### config.mk
export PLATFORM = sky130hd
export DESIGN_NAME = inst_fetcher
export DESIGN_NICKNAME = d
export VERILOG_FILES = /design/src/rtl/inst_fetcher.sv
export SDC_FILE = /design/constraint.sdc
export NUM_CORES = 1
export LEC_CHECK = 0
export CORE_MARGIN = 4
export CORE_UTILIZATION = 41
export DETAILED_ROUTE_END_ITERATION = 8
export PLACE_DENSITY_LB_ADDON = 0.2
export SETUP_SLACK_MARGIN = 0.1
export SYNTH_ARGS = -nofsm -noshare
export SYNTH_HDL_FRONTEND = slang
export SYNTH_SLANG_ARGS = --single-unit
export TNS_END_PERCENT = 30
### constraint.sdc
create_clock -name clk_in -period 5.25 [get_ports clk_in]
set_input_delay 0.525 -clock clk_in [delete_from_list [all_inputs] [get_ports clk_in]]
set_output_delay 0.525 -clock clk_in [all_outputs]
set_load 0.03 [all_outputs]
### src/rtl/inst_fetcher.sv
`default_nettype none
// ============================================================================
// Module  : inst_fetcher
// Purpose : Instruction-fetch front end; holds the PC, pushes icache hits into
//           the instruction queue and services misses through the memory port.
// Rev     : 1.0  initial release
// ============================================================================
module inst_fetcher #(
  parameter int                    ADDR_WIDTH = 32,
  parameter int                    INST_WIDTH = 32,
  parameter logic [ADDR_WIDTH-1:0] RESET_PC   = '0
) (
  input  logic                  clk_in,
  input  logic                  rst_in,
  input  logic                  rdy_in,
  output logic [ADDR_WIDTH-1:0] if_to_ic_fetch_addr,
  input  logic                  ic_to_if_hit,
  input  logic [INST_WIDTH-1:0] ic_to_if_hit_inst,
  output logic [ADDR_WIDTH-1:0] if_to_ic_update_addr,
  output logic [INST_WIDTH-1:0] if_to_ic_inst,
  output logic                  if_to_ic_inst_valid,
  output logic                  if_to_mc_req,
  output logic [ADDR_WIDTH-1:0] if_to_mc_addr,
  input  logic                  mc_to_if_done,
  input  logic [INST_WIDTH-1:0] mc_to_if_data,
  input  logic                  iq_full,
  output logic                  if_to_iq_valid,
  output logic [INST_WIDTH-1:0] if_to_iq_inst,
  output logic [ADDR_WIDTH-1:0] if_to_iq_pc,
  input  logic                  br_redirect,
  input  logic [ADDR_WIDTH-1:0] br_target
);

  typedef enum logic [1:0] {
    S_FETCH = 2'd0,
    S_MISS  = 2'd1,
    S_DROP  = 2'd2
  } state_t;

  localparam logic [ADDR_WIDTH-1:0] c_align_mask = ~{{(ADDR_WIDTH-2){1'b0}}, 2'b11};
  localparam logic [ADDR_WIDTH-1:0] c_pc_step    = ADDR_WIDTH'(4);

  state_t                state_q, state_d;
  logic [ADDR_WIDTH-1:0] pc_q, pc_d;
  logic                  mc_req_q, mc_req_d;
  logic [ADDR_WIDTH-1:0] mc_addr_q, mc_addr_d;
  logic [ADDR_WIDTH-1:0] ic_upd_addr_q, ic_upd_addr_d;
  logic [INST_WIDTH-1:0] ic_inst_q, ic_inst_d;
  logic                  ic_inst_valid_q, ic_inst_valid_d;
  logic                  iq_valid_q, iq_valid_d;
  logic [INST_WIDTH-1:0] iq_inst_q, iq_inst_d;
  logic [ADDR_WIDTH-1:0] iq_pc_q, iq_pc_d;

  logic [ADDR_WIDTH-1:0] w_target;
  logic                  w_fill_fwd;
  logic                  w_hit;
  logic [INST_WIDTH-1:0] w_hit_inst;
  logic                  w_fill;

  assign w_target = br_target & c_align_mask;

  // The icache only absorbs the fill one edge after we strobe it, so forward
  // the fill word ourselves to avoid re-missing on the same address.
  assign w_fill_fwd = ic_inst_valid_q && (ic_upd_addr_q == pc_q);
  assign w_hit      = ic_to_if_hit || w_fill_fwd;
  assign w_hit_inst = ic_to_if_hit ? ic_to_if_hit_inst : ic_inst_q;

  assign w_fill = (state_q != S_FETCH) && mc_to_if_done;

  always_comb begin
    state_d         = state_q;
    pc_d            = pc_q;
    mc_req_d        = mc_req_q;
    mc_addr_d       = mc_addr_q;
    ic_upd_addr_d   = ic_upd_addr_q;
    ic_inst_d       = ic_inst_q;
    ic_inst_valid_d = 1'b0;
    iq_valid_d      = 1'b0;
    iq_inst_d       = iq_inst_q;
    iq_pc_d         = iq_pc_q;

    case (state_q)
      S_FETCH: begin
        if (br_redirect) begin
          pc_d = w_target;
        end else if (w_hit) begin
          if (!iq_full) begin
            iq_valid_d = 1'b1;
            iq_inst_d  = w_hit_inst;
            iq_pc_d    = pc_q;
            pc_d       = pc_q + c_pc_step;
          end
        end else begin
          mc_req_d  = 1'b1;
          mc_addr_d = pc_q;
          state_d   = S_MISS;
        end
      end
      S_MISS: begin
        if (mc_to_if_done) begin
          state_d = S_FETCH;
        end else if (br_redirect) begin
          state_d = S_DROP;
        end
        if (br_redirect) begin
          pc_d = w_target;
        end
      end
      S_DROP: begin
        if (mc_to_if_done) begin
          state_d = S_FETCH;
        end
        if (br_redirect) begin
          pc_d = w_target;
        end
      end
      default: begin
        state_d = S_FETCH;
      end
    endcase

    // A returned word is valid for its address even when its miss was cancelled.
    if (w_fill) begin
      mc_req_d        = 1'b0;
      ic_upd_addr_d   = mc_addr_q;
      ic_inst_d       = mc_to_if_data;
      ic_inst_valid_d = 1'b1;
    end
  end

  always_ff @(posedge clk_in or posedge rst_in) begin
    if (rst_in) begin
      state_q         <= S_FETCH;
      pc_q            <= RESET_PC;
      mc_req_q        <= 1'b0;
      mc_addr_q       <= '0;
      ic_upd_addr_q   <= '0;
      ic_inst_q       <= '0;
      ic_inst_valid_q <= 1'b0;
      iq_valid_q      <= 1'b0;
      iq_inst_q       <= '0;
      iq_pc_q         <= '0;
    end else if (rdy_in) begin
      state_q         <= state_d;
      pc_q            <= pc_d;
      mc_req_q        <= mc_req_d;
      mc_addr_q       <= mc_addr_d;
      ic_upd_addr_q   <= ic_upd_addr_d;
      ic_inst_q       <= ic_inst_d;
      ic_inst_valid_q <= ic_inst_valid_d;
      iq_valid_q      <= iq_valid_d;
      iq_inst_q       <= iq_inst_d;
      iq_pc_q         <= iq_pc_d;
    end
  end

  assign if_to_ic_fetch_addr  = pc_q;
  assign if_to_ic_update_addr = ic_upd_addr_q;
  assign if_to_ic_inst        = ic_inst_q;
  assign if_to_ic_inst_valid  = ic_inst_valid_q;
  assign if_to_mc_req         = mc_req_q;
  assign if_to_mc_addr        = mc_addr_q;
  assign if_to_iq_valid       = iq_valid_q;
  assign if_to_iq_inst        = iq_inst_q;
  assign if_to_iq_pc          = iq_pc_q;

endmodule
`default_nettype wire

==> results of run 1 <==
-- metal layers --
layer	up-vias	part of all wire (%)	routed length, um	GRT usage [%]
li1	3224	-	-	-
met5	-	0.17	46	0
met1	3472	42	11400	29.40
met4	6	1.8	473	6.056
met2	276	48	12930	36.10
met3	34	7.6	2043	7.233
-- layout by cell type, fill, tap and decap left out, types with 2 or more instances in the layout --
| cell | count |
|---|---|
| clkdlybuf4s50_1 | 287 |
| dfrtp_1 | 189 |
| mux2_2 | 87 |
| mux2_1 | 35 |
| o22ai_1 | 32 |
| o21ai_0 | 32 |
| a2bb2oi_1 | 31 |
| a21oi_1 | 27 |
| xor2_1 | 23 |
| nor3_1 | 22 |
| nor2_1 | 22 |
| clkbuf_16 | 17 |
| nand2_1 | 16 |
| nand3_1 | 15 |
| a31oi_1 | 14 |
| nor4_1 | 12 |
| buf_4 | 11 |
| inv_1 | 10 |
| o22a_1 | 10 |
| conb_1 | 8 |
| nand4_1 | 7 |
| or3_1 | 6 |
| and3_1 | 6 |
| xnor2_1 | 5 |
| a211oi_1 | 5 |
| o31ai_1 | 5 |
| o21ai_1 | 5 |
| ha_1 | 4 |
| a21o_1 | 3 |
| clkinvlp_4 | 3 |
| o2111ai_1 | 3 |
| inv_6 | 3 |
| inv_8 | 3 |
| clkinv_4 | 3 |
| clkinv_8 | 3 |
| o221ai_1 | 2 |
| and2_1 | 2 |
| and4b_1 | 2 |
-- stage by stage --
stage	hold WS, ps	util, %	cell area [um^2]	std cells	setup slack, ps
floorplan	489.0	-	8728	740	2291
finish	481.7	58.63	12290	1275	1583
CTS	486.2	58.62	12280	1274	1452
detailed placement	469.0	55.85	11700	1242	1463
global route	501.8	58.63	12290	1275	1261
global placement	459.7	55.85	11700	1242	1569
-- cell families (layout without fill, tap and decap cells) --
| logic type | count (synthesis) | in the layout |
|---|---|---|
| AOI/OAI and AO/OA | 180 | 180 |
| xor gates and xnor gates | 28 | 28 |
| adders and majority gates | 4 | 4 |
| buffers and inverters | 83 | 342 |
| DFF | 189 | 189 |
| muxes | 123 | 123 |
| other | 1 | 9 |
| and+or+nand+nor | 125 | 125 |
-- worst paths after layout --
| path | end | slack [ps] | from |
|---|---|---|---|
| hold / removal | if_to_iq_valid | 480 | if_to_iq_valid |
| min in group asynchronous | if_to_iq_pc[28] | 710 | rst_in |
| max in group asynchronous | if_to_ic_fetch_addr[5] | 3710 | rst_in |
| hold reg to reg | if_to_iq_valid | 480 | if_to_iq_valid |
| setup reg to reg | if_to_iq_inst[29] | 1580 | if_to_ic_fetch_addr[4] |
| setup / recovery | if_to_iq_inst[29] | 1580 | if_to_ic_fetch_addr[4] |
-- state kept, by name, summed over array words and instances (netlist names) --
signal                flops
if_to_ic_update_addr     30
if_to_ic_inst_valid       1
state_q                   2
if_to_mc_addr            30
if_to_ic_fetch_addr      30
if_to_mc_req              1
if_to_iq_pc              30
if_to_iq_valid            1
if_to_iq_inst            32
if_to_ic_inst            32
-- worst max-delay path, stage by stage (launching register included) --
cell       delay, ps
dfrtp_1          520
xor2_1           200
nor4_1           560
nand4_1          450
nor3_4           410
o21a_2           910
buf_4            340
a2bb2oi_1        190
-- area by class of cell --
cell class | instances | share of cell area [%]
diodes | 1 | 0.02037
clock buffers | 17 | 3.462
clock inverters | 15 | 1.263
inverters | 11 | 0.3666
multi-input cells | 468 | 29.38
flip-flops and latches | 189 | 38.49
well taps | 275 | 2.800
repair buffers | 299 | 24.22
-- report_power, final --
| part | total [mW] | switching, mW | internal (mW) |
|---|---|---|---|
| combinational | 4.38 | 2.47 | 1.92 |
| sequential | 2.83 | 0.693 | 2.13 |
| clock | 1.26 | 0.631 | 0.634 |
==> impl_metrics.tcl, run 1 <==
set metrics [dict create \
    status "finished clean" \
    htree_levels 4 \
    ctsHoldBuffers 0 \
    clockBufferDepth 2 \
    numCtsBuffers 17 \
    seq_area_mm2 0.004730 \
    drc 0 \
    synth_area_leader_cell "dfrtp_1" \
    cts_tree "done" \
    synth_compound_area_share_pct 13.95 \
    relSlewSlack_pct 19.47 \
    endpoint_kind "flip-flop" \
    antenna_found_initial 4 \
    ctsRootBufferMaster "clkbuf_16" \
    skew_ps 10.59 \
    synth_top_area_share_pct 54.37 \
    grt_max_degree 190 \
    synth_commonest_cells "dfrtp_1, mux2_2, clkbuf_1, mux2_1" \
    p_total_mw 8.475 \
    r2r_cells 7 \
    synth_top_family_by_area "multiplexers" \
    clkLatencyLatePin_ps 440 \
    ioPinCount 298 \
    drt_wl_total_mm 26.90 \
    post_synth.cell_area_avg_um2 11.87 \
    fp.dieW_um 153.7 \
    worstPathArrival_ps 4020 \
    vias 7012 \
    netlist_area_mm2 0.008698 \
    synth.most_common_cell "dfrtp_1" \
    layout_worst_path_cycle_share_pct 69.85 \
    dp_hpwl_mm 18.58 \
    final_net_count 1093 \
    period_minus_slack_ps 3667 \
    synth_cell_types 58 \
    ant_nets 0 \
    max_freq_mhz 272.7 \
    die_h_um 153.7 \
    fin_tns_setup_ps 0 \
    crit_type "reg2reg" \
    synth_adder_area_share_pct 0.5754 \
    synth_area_leaders "dfrtp_1, mux2_2, mux2_1" \
    grt_pass1_wl_mm 41.94 \
    synthMuxAreaShare_pct 15.91 \
    power.leakage_nw 5.098 \
    synthSimpleGateAreaFrac_pct 7.724 \
    yosysWarnings 0 \
    hold_depth 1 \
    ys_ff_latch 189 \
    finalSetupViolations 0 \
    postSynth.asyncResetShare_pct 100.0 \
    layout-drive-gt1-share_pct 14.21 \
    syn_inst 733 \
    rows 53 \
    core_area_mm2 0.02096 \
    crit_fanout 39 \
    worstMarginPinSlew_ps 1207 \
    first_global_vias 7052 \
    track_usage_pct 22.42 \
    yosys_most_used_dff "dfrtp_1" \
    dieArea_mm2 0.02361 \
    postCtsSetupRepairBufs 0 \
    max-vdd-ir-drop_mv 0.3521 \
    cts_sinks 189 \
    syn_to_final_growth_pct 41.25 \
    synth_xor_xnor_area_share_pct 2.819 \
    initial_core_util_pct 41.51 \
    clkTransAtPathRegs_ps 80 \
    gp_congestion 0.8278 \
    cts_resized 0 \
    io_buffers 287 \
    slew_violations 0 \
    rsz0062_at_grt "false" \
    final_hold_viol_count 0 \
    max-cap-violations 0 \
    drt-wirelength-per-cell_um 21.09 \
    overflow 0 \
    hold_class "reg2reg" \
    synth-edff-count 0 \
    dr.pass1.iters 5 \
    initialDrtViolationCount 458 \
    viasPerCell 5.500 \
    start_kind "flip-flop" \
    seq_area_frac_synth_pct 54.37 \
    fillers 1812 \
    required_ps 5600 \
    p_per_area_mw_per_mm2 689.8 \
    multi_input_area_mm2 0.003610 \
]
Note: power is estimated with default switching activity, not from simulation.
==> run 2: changes to the inputs <==
Clock period 5.25 ns to 2.9 ns, I/O delays scaled along.
==> run 2 against run 1 <==
Net effect:
- core utilization increased by 1.4 points
- wire length increased by 0.78%
- clock power increased by 80%
- clock skew increased by 1.9 ps
- fmax increased by 38%
- sequential share of layout area decreased by 0.91 points
==> impl_metrics.tcl, run 2 (synthesized netlist as in run 1, its figures left out) <==
set metrics [dict create \
    r2r_end "if_to_mc_addr[5]" \
    dieArea_mm2 0.02361 \
    required_ps 3220 \
    cts_tree "done" \
    r2r_cells 9 \
    die_h_um 153.7 \
    clkTransAtPathRegs_ps 80 \
    io_buffers 287 \
    dp_hpwl_mm 19.42 \
    slew_violations 0 \
    dr.pass1.iters 7 \
    drt_wl_total_mm 27.11 \
    start_kind "flip-flop" \
    max_freq_mhz 377.2 \
    final_hold_viol_count 0 \
    layout_worst_path_cycle_share_pct 91.42 \
    crit_fanout 13 \
    status "finished clean" \
    initialDrtViolationCount 535 \
    rrSetupSlack_ps 250 \
    vias 7180 \
    numCtsBuffers 17 \
    ctsHoldBuffers 0 \
    place_inst 1275 \
    period_minus_slack_ps 2651 \
    p_switching_mw 6.889 \
    finalSetupViolations 0 \
    rsz0062_at_grt "false" \
    cp_cell_sequence "xor2_1 > nor3_1 > nand4_1 > buf_4 > nor3_4 > buf_4 > nor4_2 > buf_4 > mux2_2" \
    drt-wirelength-per-cell_um 20.72 \
    ant_nets 0 \
    grt_pass1_wl_mm 42.70 \
    relSlewSlack_pct 50.07 \
    p_comb_share_pct 54.5 \
    initial_core_util_pct 41.51 \
    viasPerCell 5.489 \
    skew_ps 12.46 \
    cp_slowest_stage_delay_ps 510 \
    antenna_found_initial 2 \
    max-cap-violations 0 \
    power.leakage_nw 5.275 \
    worstMarginPinSlew_ps 748.9 \
    cts_resized 0 \
    p_seq_share_pct 30.9 \
    hold_class "in2async" \
    ioPinCount 298 \
    r2r-start "if_to_ic_fetch_addr[29]" \
    most-common-layout-cells "clkdlybuf4s50_1, dfrtp_1, mux2_2" \
    layout_commonest_cell "clkdlybuf4s50_1" \
    p_per_area_mw_per_mm2 1242 \
    critPathLaunch "if_to_ic_fetch_addr[29]" \
    grt_max_degree 117 \
    clockBufferDepth 2 \
    fp.dieW_um 153.7 \
    gp_congestion 0.8455 \
    ctsRootBufferMaster "clkbuf_16" \
    final_net_count 1126 \
    clkLatencyLatePin_ps 430 \
    cp_slowest_cell "dfrtp_1" \
    track_usage_pct 22.75 \
    cts_sinks 189 \
    htree_levels 4 \
    layout-drive-gt1-share_pct 16.86 \
    fin_tns_setup_ps 0 \
    cp_common_cell "buf_4" \
    core_area_mm2 0.02096 \
    rows 53 \
    overflow 0 \
    first_global_vias 7186 \
    fillers 1815 \
    endpoint_kind "flip-flop" \
    p_int_mw 8.740 \
    syn_to_final_growth_pct 44.69 \
    max-vdd-ir-drop_mv 0.6181 \
    clockPowerShare_pct 14.6 \
    postCtsSetupRepairBufs 0 \
    crit_type "reg2reg" \
    worstPathArrival_ps 2970 \
    drc 0 \
    stdcell_count 1308 \
    switching_share_pct 44.08 \
]
[run 2: cell count changes in the layout (fill, tap and decap cells not counted)]
cell,previous run,this run
clkinv_4,3,2
clkinv_8,3,1
clkbuf_8,0,1
clkbuf_1,0,1
inv_8,3,5
inv_6,3,1
buf_4,11,39
clkinvlp_4,3,4
buf_12,1,6
[run 2: critical path, delay by kind of cell, from the launching register on]
kind	cells	cell delay, ps
xor+xnor	1	370
buf+inv	3	660
flops	1	510
simple gates	4	640
mux	1	370
[run 2: worst max path at each step]
stage	end	slack, ps	depth (start not counted)
3_5_place_dp	if_to_iq_inst[27]	270	7
5_1_grt	if_to_mc_addr[12]	120	9
3_3_place_gp	if_to_iq_inst[11]	310	7
6_report	if_to_mc_addr[5]	250	9
2_1_floorplan	if_to_ic_fetch_addr[10]	180	1
4_1_cts	if_to_iq_inst[24]	260	7
[run 2: stage by stage]
stage / util (%) / hold WS, ps / total power [mW] / area, um^2 / worst slack [ps]
detailed placement: 57.33 / 469.2 / 13.44 / 12010 / 269.2
global route: 60.06 / 369.0 / 16.42 / 12590 / 122.8
floorplan: - / 386.4 / 9.573 / 8728 / 175.5
finish: 60.06 / 334.3 / 15.63 / 12590 / 248.9
CTS: 60.05 / 356.6 / 15.77 / 12580 / 257.1
global placement: 57.33 / 462.2 / 13.31 / 12010 / 313.4
[run 2: cell type report]
cell class,instances,area (um^2),share of cell area (%)
Antenna cell,1,2.502,0.01988
Clock buffer,19,442.9,3.519
Clock inverter,13,126.4,1.004
Inverter,11,45.04,0.3579
Multi-Input combinational cell,468,3610,28.68
Sequential cell,189,4730,37.58
Tap cell,275,344.1,2.734
Timing Repair Buffer,332,3286,26.11
[run 2: power groups by stage]
stage / Clock (mW) / Sequential (mW) / Combinational (mW)
finish: 2.27 / 4.83 / 8.52
global route: 2.43 / 5.02 / 8.97
CTS: 2.34 / 4.84 / 8.59
detailed placement: 0 / 4.88 / 8.56
global placement: 0 / 4.82 / 8.50
floorplan: 0 / 7.18 / 2.39
[run 2: routing by layer]
metal  track usage, %  part of all wire (%)
met4            6.644                   2.2
met1            29.72                    42
met2            36.83                    49
met3            6.896                   7.2
met5                0                 0.052
==> run 3: changes to the inputs <==
Settings changed: CORE_UTILIZATION 41 to 43, CTS_BUF_LIST set to sky130_fd_sc_hd__clkbuf_2, PLACE_DENSITY set to 0.83, PLACE_DENSITY_LB_ADDON 0.2 to unset.
==> run 3 against run 2 <==
Net effect:
- clock power fell by 42%
- largest power group unchanged
- sequential power decreased by 1%
- core utilization grew 3.6 points
- critical path type unchanged
- sequential share of layout area up 0.23 points
- via count is 3.1% higher
- clock skew is 37 ps higher
- cell area down 0.62%
- sequential cell count is the same
==> impl_metrics.tcl, run 3 (synthesized netlist as in run 1, its figures left out) <==
set metrics [dict create \
    power.leakage_nw 5.271 \
    layout-drive-gt1-share_pct 17.31 \
    htree_levels 4 \
    first_global_vias 7178 \
    slew_violations 0 \
    overflow 0 \
    start_kind "flip-flop" \
    initial_core_util_pct 44.26 \
    fin_tns_setup_ps 0 \
    holdWs_ps 61.05 \
    worstMarginPinSlew_ps 700.5 \
    required_ps 3620 \
    drt_wl_total_mm 27.40 \
    layout_setup_ws_ps 227.4 \
    ant_nets 0 \
    max_freq_mhz 374.2 \
    core_area_mm2 0.01965 \
    cpLargestDelayFamily "simple AND/OR/NAND/NOR gates" \
    ioPinCount 298 \
    dieArea_mm2 0.02257 \
    worstPathArrival_ps 3400 \
    relSlewSlack_pct 53.30 \
    final_hold_viol_count 0 \
    grt_max_degree 125 \
    max-vdd-ir-drop_mv 0.6982 \
    hold_class "in2reg" \
    ctsRootBufferMaster "clkbuf_2" \
    period_minus_slack_ps 2673 \
    rows 51 \
    cts_sinks 189 \
    cp_slowest_cell "nor4_1" \
    io_buffers 287 \
    final_net_count 1157 \
    dr.pass1.iters 5 \
    numCtsBuffers 17 \
    die_h_um 150.2 \
    fin_util_pct 63.64 \
    track_usage_pct 23.36 \
    layout_worst_path_cycle_share_pct 92.16 \
    drc 0 \
    status "finished clean" \
    cp_cell_sequence "xor2_1 > nor4_1 > nand4_1 > buf_4 > nor3_4 > o21a_4 > buf_12 > buf_4 > a2bb2oi_1" \
    antenna_found_initial 1 \
    viasPerCell 5.567 \
    endpoint_kind "flip-flop" \
    cp_slowest_stage_delay_ps 480 \
    place_ws_ps 56.99 \
    clockBufferDepth 2 \
    fp.dieW_um 150.2 \
    drt-wirelength-per-cell_um 20.61 \
    max-cap-violations 0 \
    crit_fanout 47 \
    gp_congestion 0.8214 \
    rsz0062_at_grt "false" \
    cts_tree "done" \
    p_per_area_mw_per_mm2 1183 \
    crit_type "reg2reg" \
    clkTransAtPathRegs_ps 310 \
    initialDrtViolationCount 532 \
    most-common-layout-cells "clkdlybuf4s50_1, dfrtp_1, mux2_2" \
    clkLatencyLatePin_ps 810 \
    grt_pass1_wl_mm 40.87 \
    vias 7399 \
    p_total_mw 14.80 \
    finalSetupViolations 0 \
    path_buf_inv 3 \
    skew_ps 49.30 \
    dp_hpwl_mm 19.34 \
    cp_common_cell "buf_4" \
    syn_to_final_growth_pct 43.80 \
    layout_commonest_cell "clkdlybuf4s50_1" \
]
## run 3: changes by cell type in the layout (fill, tap and decap cells not counted), sizes merged
| cell | change |
|---|---|
| clkinvlp | -2 |
| buf | +8 |
| dlygate4sd3 | +23 |
| clkbuf | -1 |
| clkinv | +2 |
| inv | +1 |
## run 3: report_power, final
part | internal (mW) | switching, mW | total (mW) | leakage [nW]
clock network | 0.288 | 1.04 | 1.32 | 0.144
logic | 3.79 | 4.92 | 8.70 | 2.80
registers | 3.85 | 0.920 | 4.77 | 2.33
## run 3: stage by stage
step | instances | cell area, um^2
6_report | 1329 | 12510
2_1_floorplan | 740 | 8728
3_3_place_gp | 1271 | 12020
3_5_place_dp | 1271 | 12020
4_1_cts | 1305 | 12280
5_1_grt | 1329 | 12510
## run 3: area by class of cell
cell class / count / area, um^2
antenna: 1 / 2.502
clock buffer: 18 / 90.09
clock inverter: 14 / 148.9
fill: 1544 / 7146
inverter: 11 / 45.04
multi-input combinational: 468 / 3622
sequential: 189 / 4730
tap: 265 / 331.6
timing repair buffer: 363 / 3538
## run 3: path summary, 6_finish.rpt
kind / endpoint / slack, ps / depth (start not counted) / start
max in group asynchronous: if_to_ic_update_addr[31] / 1720 / 4 / rst_in
hold / removal: if_to_ic_fetch_addr[19] / 60 / 3 / br_target[19]
setup / recovery: if_to_iq_inst[15] / 230 / 9 / if_to_ic_fetch_addr[19]
setup reg to reg: if_to_iq_inst[15] / 230 / 9 / if_to_ic_fetch_addr[19]
min in group asynchronous: if_to_ic_update_addr[29] / 280 / 3 / rst_in
hold reg to reg: if_to_iq_pc[7] / 520 / 1 / if_to_iq_pc[7]
## run 3: tightest hold or removal path, delay by kind of cell
family	cells	cell delay (ps)
buf+inv	1	400
compound gates	2	190
## run 3: routing by layer
layer,global-route usage (%),up-vias,part of all wire [%]
met5,0,-,0
met4,6.587,0,2.0
met3,7.706,41,8.4
met2,38.32,340,50
met1,29.76,3683,40
li1,-,3335,-
## run 3: timing repair
| item | 4_1_cts | 5_1_grt |
|---|---|---|
| pin swaps | 0 | 1 |
| endpoints found under the hold margin | 66 | 21 |
| hold buffers | 2 | 21 |
| resized for setup | 1 | 0 |
| setup endpoints to repair | 16 | 39 |
| setup buffers | 0 | 2 |
